$ cat src/rtl/audio_i2s_tx_if.sv
// -----------------------------------------------------------------------------
// audio_i2s_tx_if
//
// Parallel stereo PCM handshake between a sample producer (for example the
// sound core's pcm_out) and the audio_i2s_tx serialiser.
//
// Signals:
//   SAMPLE_L      left PCM sample, two's complement
//   SAMPLE_R      right PCM sample, two's complement
//   SAMPLE_VALID  producer offers {SAMPLE_L, SAMPLE_R}
//   SAMPLE_READY  consumer holding buffer is empty; transfer on VALID && READY
//
// Modports:
//   master  producer side (drives samples and VALID)
//   slave   serialiser side (drives READY)
// -----------------------------------------------------------------------------
interface audio_i2s_tx_if #(
    parameter int DATA_W = 16
);
    logic signed [DATA_W-1:0] SAMPLE_L;
    logic signed [DATA_W-1:0] SAMPLE_R;
    logic                     SAMPLE_VALID;
    logic                     SAMPLE_READY;

    modport master (
        output SAMPLE_L,
        output SAMPLE_R,
        output SAMPLE_VALID,
        input  SAMPLE_READY
    );

    modport slave (
        input  SAMPLE_L,
        input  SAMPLE_R,
        input  SAMPLE_VALID,
        output SAMPLE_READY
    );
endinterface

$ cat src/rtl/audio_i2s_tx.sv
// -----------------------------------------------------------------------------
// audio_i2s_tx
//
// I2S transmitter for 16-bit (DATA_W) stereo PCM. Samples arrive through a
// valid/ready handshake into a one-entry holding buffer and are serialised
// as SCLK/LRCK/SDATA. Everything runs on CLK_50M; SCLK is produced with a
// clock-enable style divider, so no derived clocks exist. When a frame load
// finds the buffer empty the previous frame is replayed and UNDERRUN pulses.
//
// Parameters:
//   DATA_W     bits per channel (slot width); a frame is 2*DATA_W SCLK periods
//   SCLK_HALF  CLK_50M cycles per SCLK half period (>= 2)
//
// Ports:
//   CLK_50M    system clock, rising edge
//   RESET_N    synchronous active-low reset
//   pcm        audio_i2s_tx_if.slave: SAMPLE_L/SAMPLE_R/SAMPLE_VALID in,
//              SAMPLE_READY out
//   I2S_SCLK   bit clock (registered)
//   I2S_LRCK   word select, 0 = left slot, 1 = right slot (registered)
//   I2S_SDATA  serial data, updated with the SCLK falling edge (registered)
//   UNDERRUN   one-cycle pulse when a frame load finds the buffer empty
//
// Build option:
//   AUDIO_TX_LJ_EN  when defined, left-justified format (no one-bit delay,
//                   frame load at the falling edge that begins slot 0, and
//                   the IDLE->RUN start cycle counts as that load). When
//                   undefined, standard I2S with the one-bit delay and the
//                   frame load at the falling edge that begins slot 1.
// -----------------------------------------------------------------------------
module audio_i2s_tx #(
    parameter int DATA_W    = 16,
    parameter int SCLK_HALF = 16
) (
    input  logic          CLK_50M,
    input  logic          RESET_N,
    audio_i2s_tx_if.slave pcm,
    output logic          I2S_SCLK,
    output logic          I2S_LRCK,
    output logic          I2S_SDATA,
    output logic          UNDERRUN
);

    localparam int FRAME_W = 2 * DATA_W;
    localparam int SLOT_W  = $clog2(FRAME_W);
    localparam int DIV_W   = (SCLK_HALF > 1) ? $clog2(SCLK_HALF) : 1;

    localparam logic [DIV_W-1:0]  DIV_LAST  = DIV_W'(SCLK_HALF - 1);
    localparam logic [SLOT_W-1:0] SLOT_LAST = SLOT_W'(FRAME_W - 1);
    localparam logic [SLOT_W-1:0] SLOT_HALF = SLOT_W'(DATA_W);

    generate
        if (SCLK_HALF < 2) begin : g_bad_sclk_half
            $error("audio_i2s_tx: SCLK_HALF must be at least 2");
        end
    endgenerate

    typedef enum logic [0:0] {
        IDLE = 1'b0,
        RUN  = 1'b1
    } state_t;

    // Control state
    state_t              state_q,    state_d;
    logic [DIV_W-1:0]    div_q,      div_d;
    logic [SLOT_W-1:0]   slot_q,     slot_d;
    logic                sclk_q,     sclk_d;
    logic                lrck_q,     lrck_d;
    logic                sdata_q,    sdata_d;
    logic                underrun_q, underrun_d;
    logic                ready_q,    ready_d;
    logic                full_q,     full_d;
    // Frame currently being played; cleared by reset so the first I2S slot 0
    // after reset shifts out a defined zero.
    logic [FRAME_W-1:0]  frame_q,    frame_d;
    // Holding buffer contents; only meaningful while full_q is set.
    logic [FRAME_W-1:0]  hold_q,     hold_d;

    // Per-cycle events
    logic                accept;
    logic                start;
    logic                tick;
    logic                fall;
    logic                slot_edge;
    logic                load;
    logic [SLOT_W-1:0]   slot_next;
    logic [FRAME_W-1:0]  word_next;

`ifdef AUDIO_TX_LJ_EN
    // Left-justified: slot k carries bit (FRAME_W-1-k) of the frame word.
    function automatic logic slot_bit(input logic [FRAME_W-1:0] word,
                                      input logic [SLOT_W-1:0]  slot);
        logic [SLOT_W-1:0] idx;
        idx = SLOT_W'(FRAME_W - 1 - int'(slot));
        return word[idx];
    endfunction
`else
    // I2S: slot k>=1 carries bit (FRAME_W-k) of the new word; slot 0 carries
    // the LSB of the word that is finishing (the one-bit delay).
    function automatic logic slot_bit(input logic [FRAME_W-1:0] prev_word,
                                      input logic [FRAME_W-1:0] cur_word,
                                      input logic [SLOT_W-1:0]  slot);
        logic [SLOT_W-1:0] idx;
        idx = SLOT_W'(FRAME_W - int'(slot));
        if (slot == '0) begin
            return prev_word[0];
        end
        return cur_word[idx];
    endfunction
`endif

    always_comb begin
        state_d    = state_q;
        div_d      = div_q;
        slot_d     = slot_q;
        sclk_d     = sclk_q;
        lrck_d     = lrck_q;
        sdata_d    = sdata_q;
        full_d     = full_q;
        hold_d     = hold_q;
        frame_d    = frame_q;
        underrun_d = 1'b0;
        ready_d    = ready_q;
        slot_next  = slot_q;
        word_next  = frame_q;
        load       = 1'b0;

        accept = pcm.SAMPLE_VALID & ready_q;
        // The first cycle with a full buffer in IDLE is div_cnt=0 of slot 0.
        start  = (state_q == IDLE) & full_q;
        tick   = (state_q == RUN) & (div_q == DIV_LAST);
        fall   = tick & sclk_q;

        case (state_q)
            IDLE: begin
                sclk_d  = 1'b0;
                lrck_d  = 1'b0;
                sdata_d = 1'b0;
                div_d   = '0;
                if (full_q) begin
                    state_d = RUN;
                    div_d   = DIV_W'(1);
                end
            end
            RUN: begin
                div_d = tick ? '0 : div_q + DIV_W'(1);
                if (tick) begin
                    sclk_d = ~sclk_q;
                end
            end
            default: begin
                state_d = IDLE;
            end
        endcase

        // Slot that begins with this cycle's falling edge (or the start cycle).
        slot_edge = start | fall;
        if (start) begin
            slot_next = '0;
        end else if (fall) begin
            slot_next = (slot_q == SLOT_LAST) ? '0 : slot_q + SLOT_W'(1);
        end

`ifdef AUDIO_TX_LJ_EN
        load = slot_edge & (slot_next == '0);
`else
        load = fall & (slot_next == SLOT_W'(1));
`endif

        // On an empty-buffer load the previous frame is simply kept.
        if (load & full_q) begin
            word_next = hold_q;
        end
        frame_d    = word_next;
        underrun_d = load & ~full_q;

        if (load) begin
            full_d = 1'b0;
        end
        // READY is only high while the buffer is empty, so an accept can
        // never overwrite a held sample, even in a load cycle.
        if (accept) begin
            full_d = 1'b1;
            hold_d = {pcm.SAMPLE_L, pcm.SAMPLE_R};
        end
        ready_d = ~full_d;

        if (slot_edge) begin
            slot_d = slot_next;
            lrck_d = (slot_next >= SLOT_HALF);
`ifdef AUDIO_TX_LJ_EN
            sdata_d = slot_bit(word_next, slot_next);
`else
            sdata_d = slot_bit(frame_q, word_next, slot_next);
`endif
        end
    end

    // Control and frame registers
    always_ff @(posedge CLK_50M) begin
        if (!RESET_N) begin
            state_q    <= IDLE;
            div_q      <= '0;
            slot_q     <= '0;
            sclk_q     <= 1'b0;
            lrck_q     <= 1'b0;
            sdata_q    <= 1'b0;
            underrun_q <= 1'b0;
            ready_q    <= 1'b0;
            full_q     <= 1'b0;
            frame_q    <= '0;
        end else begin
            state_q    <= state_d;
            div_q      <= div_d;
            slot_q     <= slot_d;
            sclk_q     <= sclk_d;
            lrck_q     <= lrck_d;
            sdata_q    <= sdata_d;
            underrun_q <= underrun_d;
            ready_q    <= ready_d;
            full_q     <= full_d;
            frame_q    <= frame_d;
        end
    end

    // Holding buffer data; emptiness is tracked by full_q alone.
    always_ff @(posedge CLK_50M) begin
        hold_q <= hold_d;
    end

    assign pcm.SAMPLE_READY = ready_q;
    assign I2S_SCLK         = sclk_q;
    assign I2S_LRCK         = lrck_q;
    assign I2S_SDATA        = sdata_q;
    assign UNDERRUN         = underrun_q;

endmodule

$ cat src/flat_wrapper.sv
// flat-port wrapper written by rule: the top's interface ports become plain ports
module audio_i2s_tx_flat 
#(
    parameter int DATA_W    = 16,
    parameter int SCLK_HALF = 16
)
  (CLK_50M, RESET_N, I2S_SCLK, I2S_LRCK, I2S_SDATA, UNDERRUN, pcm_SAMPLE_L, pcm_SAMPLE_R, pcm_SAMPLE_VALID, pcm_SAMPLE_READY);
  audio_i2s_tx_if #(.DATA_W(DATA_W)) pcm_i ();
  input  logic CLK_50M;
  input  logic RESET_N;
  output logic I2S_SCLK;
  output logic I2S_LRCK;
  output logic I2S_SDATA;
  output logic UNDERRUN;
  input wire logic [$bits(pcm_i.SAMPLE_L)-1:0] pcm_SAMPLE_L;
  input wire logic [$bits(pcm_i.SAMPLE_R)-1:0] pcm_SAMPLE_R;
  input wire logic [$bits(pcm_i.SAMPLE_VALID)-1:0] pcm_SAMPLE_VALID;
  output wire logic [$bits(pcm_i.SAMPLE_READY)-1:0] pcm_SAMPLE_READY;
  assign pcm_i.SAMPLE_L = pcm_SAMPLE_L;
  assign pcm_i.SAMPLE_R = pcm_SAMPLE_R;
  assign pcm_i.SAMPLE_VALID = pcm_SAMPLE_VALID;
  assign pcm_SAMPLE_READY = pcm_i.SAMPLE_READY;
  audio_i2s_tx #(.DATA_W(DATA_W), .SCLK_HALF(SCLK_HALF)) u_core (.CLK_50M(CLK_50M), .RESET_N(RESET_N), .pcm(pcm_i), .I2S_SCLK(I2S_SCLK), .I2S_LRCK(I2S_LRCK), .I2S_SDATA(I2S_SDATA), .UNDERRUN(UNDERRUN));
endmodule
$ cat config.mk
export PLATFORM = sky130hd
export DESIGN_NAME = audio_i2s_tx_flat
export DESIGN_NICKNAME = d
export VERILOG_FILES = /design/src/rtl/audio_i2s_tx_if.sv /design/src/rtl/audio_i2s_tx.sv /design/src/flat_wrapper.sv
export SDC_FILE = /design/constraint.sdc
export NUM_CORES = 1
export LEC_CHECK = 0
export ABC_CLOCK_PERIOD_IN_PS = 4000
export CORE_ASPECT_RATIO = 1.25
export CORE_MARGIN = 8
export CORE_UTILIZATION = 55
export CTS_BUF_LIST = sky130_fd_sc_hd__clkbuf_4 sky130_fd_sc_hd__clkbuf_8
export DETAILED_ROUTE_END_ITERATION = 16
export DONT_BUFFER_PORTS = 1
export PLACE_DENSITY = 0.79
export SKIP_CTS_REPAIR_TIMING = 1
export SLEW_MARGIN = 20
export SYNTH_ARGS = -nofsm -noshare
export SYNTH_HDL_FRONTEND = slang
export SYNTH_SLANG_ARGS = --single-unit
$ cat constraint.sdc
create_clock -name CLK_50M -period 4 [get_ports CLK_50M]
set_clock_uncertainty 0.2 [all_clocks]
set_input_delay 0.4 -clock CLK_50M [delete_from_list [all_inputs] [get_ports CLK_50M]]
set_output_delay 0.4 -clock CLK_50M [all_outputs]
set_load 0.03 [all_outputs]
==> impl_metrics.prom <==
# TYPE chip_impl_metric gauge
chip_impl_info{name="outcome",value="complete, no violations"} 1
chip_impl_metric{name="worst_pin_slew",unit="ns"} 0.475
chip_impl_metric{name="place.port_buffers",unit=""} 0
chip_impl_metric{name="place_hpwl",unit="um"} 5320
chip_impl_metric{name="ys_warn_count",unit=""} 0
chip_impl_metric{name="cts_buffer_depth",unit=""} 2
chip_impl_metric{name="route.detailed.drc",unit=""} 0
chip_impl_metric{name="post_cts_clock_slew_at_the_launch_and_capture_registers_of_the_worst_setup_and_hold_paths",unit="ns"} 0.08
chip_impl_metric{name="cts-buffers-inserted",unit=""} 9
chip_impl_metric{name="share_comb_of_total_power",unit="%"} 3.5
chip_impl_metric{name="core_area",unit="um2"} 6400
chip_impl_info{name="rsz0062_at_grt",value="true"} 1
chip_impl_metric{name="post_synth_instance_area",unit="um2"} 3570
chip_impl_metric{name="final_cells",unit=""} 488
chip_impl_metric{name="grt_antenna_before_repair",unit=""} 0
chip_impl_metric{name="fp.dieArea",unit="um2"} 9330
chip_impl_info{name="worst_setup_path_startpoint",value="u_core.div_q[0]"} 1
chip_impl_metric{name="setup.reg_to_reg.worst_slack",unit="ns"} 0.01
chip_impl_metric{name="worstPathRequired",unit="ns"} 4.04
chip_impl_metric{name="max-cap-violations",unit=""} 0
chip_impl_metric{name="ys_types",unit=""} 58
chip_impl_metric{name="timing.critical_path.arrival",unit="ns"} 4.03
chip_impl_metric{name="setup_viol",unit=""} 0
chip_impl_metric{name="number_of_enable_type_register_cells_in_the_synthesized_netlist",unit=""} 32
chip_impl_metric{name="die-height",unit="um"} 106
chip_impl_metric{name="period_minus_slack",unit="ns"} 3.99
chip_impl_metric{name="ant_nets_after_route",unit=""} 0
chip_impl_metric{name="worstSkewPairLatency",unit="ns"} 0.37
chip_impl_metric{name="internal_power_contribution",unit="mW"} 1.32
chip_impl_metric{name="routed_wl",unit="um"} 8840
chip_impl_metric{name="final_layout_size_suffix_gt1_share",unit="%"} 22.7
chip_impl_metric{name="vias_in_the_first_global_route",unit=""} 2513
chip_impl_info{name="synth_area_leaders",value="sky130_fd_sc_hd__dfxtp_1, sky130_fd_sc_hd__edfxtp_1, sky130_fd_sc_hd__mux2i_1, sky130_fd_sc_hd__nor2_1, sky130_fd_sc_hd__nand2_1"} 1
chip_impl_metric{name="finish.net_count",unit=""} 437
chip_impl_metric{name="route.detailed.vias_per_inst",unit=""} 5.82
chip_impl_info{name="cts_tree",value="built"} 1
chip_impl_metric{name="grt_overflow_total",unit=""} 0
chip_impl_metric{name="max_slew_margin",unit="%"} 68.1
chip_impl_metric{name="syn-instance-count",unit=""} 329
chip_impl_metric{name="place_area",unit="um2"} 3750
chip_impl_info{name="end_kind",value="register"} 1
chip_impl_info{name="most-common-layout-cells",value="sky130_fd_sc_hd__dfxtp_1, sky130_fd_sc_hd__nor2_1, sky130_fd_sc_hd__dlygate4sd3_1"} 1
chip_impl_metric{name="max_rail_drop_vdd",unit="V"} 0.000451
chip_impl_info{name="yosys_most_used_dff",value="sky130_fd_sc_hd__dfxtp_1"} 1
chip_impl_info{name="layout_commonest_cell",value="sky130_fd_sc_hd__dfxtp_1"} 1
chip_impl_metric{name="grt_max_degree",unit=""} 34
chip_impl_metric{name="route.detailed.wl_per_inst",unit="um"} 18.1
chip_impl_info{name="hold_class",value="in -> reg"} 1
chip_impl_metric{name="ctsHtreeMaxLevel",unit=""} 3
chip_impl_metric{name="p_clk_share",unit="%"} 44.0
chip_impl_info{name="cp-start-kind",value="register"} 1
chip_impl_metric{name="first_pass_grt_wire_length",unit="um"} 12200
chip_impl_metric{name="layout-area-overhead-vs-synth",unit="%"} 32.2
chip_impl_metric{name="p_leak",unit="nW"} 1.75
chip_impl_metric{name="grt_usage",unit="%"} 16.7
chip_impl_metric{name="floorplan.rows",unit=""} 33
chip_impl_metric{name="sequential_share_of_the_synthesized_area",unit="%"} 53.9
chip_impl_metric{name="detail_route.first_pass.iterations",unit=""} 5
chip_impl_metric{name="num_antenna_cells",unit=""} 0
chip_impl_metric{name="synth_top_area_share",unit="%"} 26.9
chip_impl_metric{name="ys_ff_latch",unit=""} 80
chip_impl_info{name="hold_start",value="RESET_N"} 1
chip_impl_metric{name="count_of_pins_on_the_block_boundary",unit=""} 40
chip_impl_metric{name="die_w",unit="um"} 88.0
chip_impl_metric{name="worstPathMaxFanout",unit=""} 6
chip_impl_metric{name="timing_hold_violations_final",unit=""} 0
chip_impl_info{name="synth.largest_area_cell",value="sky130_fd_sc_hd__dfxtp_1"} 1
chip_impl_metric{name="pwr_density_cell",unit="nW/um2"} 357
chip_impl_metric{name="clock_sink_count",unit=""} 80
chip_impl_metric{name="num_vias",unit=""} 2842
chip_impl_metric{name="synth_nets",unit=""} 370
chip_impl_info{name="crit_path_class",value="reg -> reg"} 1
chip_impl_metric{name="drt_iter0_drc",unit=""} 213
chip_impl_metric{name="timing.fmax",unit="MHz"} 251
chip_impl_metric{name="timing.final.crit_share",unit="%"} 99.7
chip_impl_metric{name="total_switching_power",unit="mW"} 0.362
chip_impl_metric{name="floorplan.initialDensity",unit="%"} 55.7
chip_impl_metric{name="gp_congestion",unit=""} 0.912
chip_impl_metric{name="maxSlewViolCount",unit=""} 0
chip_impl_metric{name="placed_cells_incl_taps",unit=""} 421
chip_impl_metric{name="synth-async-reset-ratio",unit="%"} 0
chip_impl_metric{name="design_area",unit="um2"} 4720
chip_impl_metric{name="seqPwrFrac",unit="%"} 52.5
chip_impl_metric{name="synth.avg_cell_area",unit="um2"} 10.8
chip_impl_info{name="critical_register_to_register_path_startpoint",value="u_core.div_q[0]"} 1
chip_impl_info{name="clockRootBuffer",value="sky130_fd_sc_hd__clkbuf_8"} 1
chip_impl_metric{name="netSwitchingFraction",unit="%"} 21.5
area by class of cell:
type / count / area [um2]
fill: 407 / 1680
timing repair buffer: 70 / 673
tap: 87 / 109
inverter: 7 / 26.3
multi-input combinational: 228 / 1730
sequential: 80 / 1920
clock inverter: 7 / 126
clock buffer: 9 / 124
power by group through the flow:
stage                     Combinational (mW)  Sequential (mW)  Clock, mW
final                                 0.0589            0.883      0.740
after detailed placement              0.0311            0.900          0
after floorplan                       0.0235            0.896          0
after global placement                0.0303            0.900          0
after global routing                  0.0624            0.885      0.779
after CTS                             0.0314            0.882      0.738
synth_stat cells, types with 3 or more instances:
master,instances
sky130_fd_sc_hd__o21ai_0,7
sky130_fd_sc_hd__nor2b_1,4
sky130_fd_sc_hd__a21oi_1,18
sky130_fd_sc_hd__buf_6,3
sky130_fd_sc_hd__nand3_1,17
sky130_fd_sc_hd__and3_1,3
sky130_fd_sc_hd__and2_1,5
sky130_fd_sc_hd__nor2_1,38
sky130_fd_sc_hd__inv_1,5
sky130_fd_sc_hd__mux2i_1,35
sky130_fd_sc_hd__and4_1,3
sky130_fd_sc_hd__ha_1,6
sky130_fd_sc_hd__clkbuf_1,9
sky130_fd_sc_hd__o2111ai_1,3
sky130_fd_sc_hd__a31oi_1,3
sky130_fd_sc_hd__o211ai_1,3
sky130_fd_sc_hd__edfxtp_1,32
sky130_fd_sc_hd__a22oi_1,5
sky130_fd_sc_hd__dfxtp_1,48
sky130_fd_sc_hd__nor3_1,3
sky130_fd_sc_hd__nand2_1,29
critical path, stage by stage (launching register included):
cell                       delay, ns
sky130_fd_sc_hd__dfxtp_1        0.37
sky130_fd_sc_hd__ha_1           0.17
sky130_fd_sc_hd__and4_1         0.32
sky130_fd_sc_hd__nand2_1        0.12
sky130_fd_sc_hd__a31oi_1        0.43
sky130_fd_sc_hd__ha_4           0.21
sky130_fd_sc_hd__nand2b_4       0.07
sky130_fd_sc_hd__nor4_4         0.26
sky130_fd_sc_hd__and4b_1        0.24
sky130_fd_sc_hd__and2_4         0.17
sky130_fd_sc_hd__buf_12         0.11
sky130_fd_sc_hd__buf_8          0.12
sky130_fd_sc_hd__buf_16         0.13
sky130_fd_sc_hd__buf_8          0.13
sky130_fd_sc_hd__mux2i_2        0.24
sky130_fd_sc_hd__mux2i_1        0.11
sky130_fd_sc_hd__a22oi_1        0.20
sky130_fd_sc_hd__nand4_1        0.11
sky130_fd_sc_hd__nor4bb_4       0.16
sequential cells by signal, indices dropped and copies added, names as in the netlist:
signal,flops
u_core.div_q,4
u_core.I2S_SCLK,1
u_core.full_q,1
u_core.hold_q,32
u_core.I2S_SDATA,1
u_core.I2S_LRCK,1
u_core.frame_q,32
u_core.UNDERRUN,1
u_core.pcm.SAMPLE_READY,1
u_core.slot_q,5
u_core.state_q,1
worst paths after layout:
path | endpoint | depth (start not counted)
max | u_core.I2S_SDATA | 18
min | u_core.div_q[2] | 2
max reg2reg | u_core.I2S_SDATA | 18
min reg2reg | u_core.frame_q[14] | 2
metal layers:
layer / GRT usage [%] / part of all wire (%)
met5: 0 / 0
met4: 6.18 / 3.7
met3: 5.32 / 6.5
met2: 28.3 / 52
met1: 19.0 / 38
kinds of logic after synthesis:
family                   Yosys count  share of synthesized area, %
AO/OA/AOI/OAI                     58                          11.3
flip-flops                        80                          53.9
adder cells (fa/ha/maj)            6                          2.10
AND/OR/NAND/NOR                  123                          17.9
buffers and inverters             21                          2.91
multiplexers                      37                          10.5
XOR/XNOR                           4                          1.51
per-stage QoR:
step	worst slack (ns)	setup TNS [ns]	hold WS, ns	total power [mW]	util, %
global placement	0.172	0	0.239	0.931	58.7
detailed placement	0.0233	0	0.252	0.932	58.7
global route	-0.206	-0.206	0.0275	1.73	73.7
finish	0.0123	0	0.0199	1.68	73.7
CTS	-0.0409	-0.0409	-0.0829	1.65	62.6
floorplan	0.152	0	0.231	0.919	-
Power figures use the tool's default switching activity.
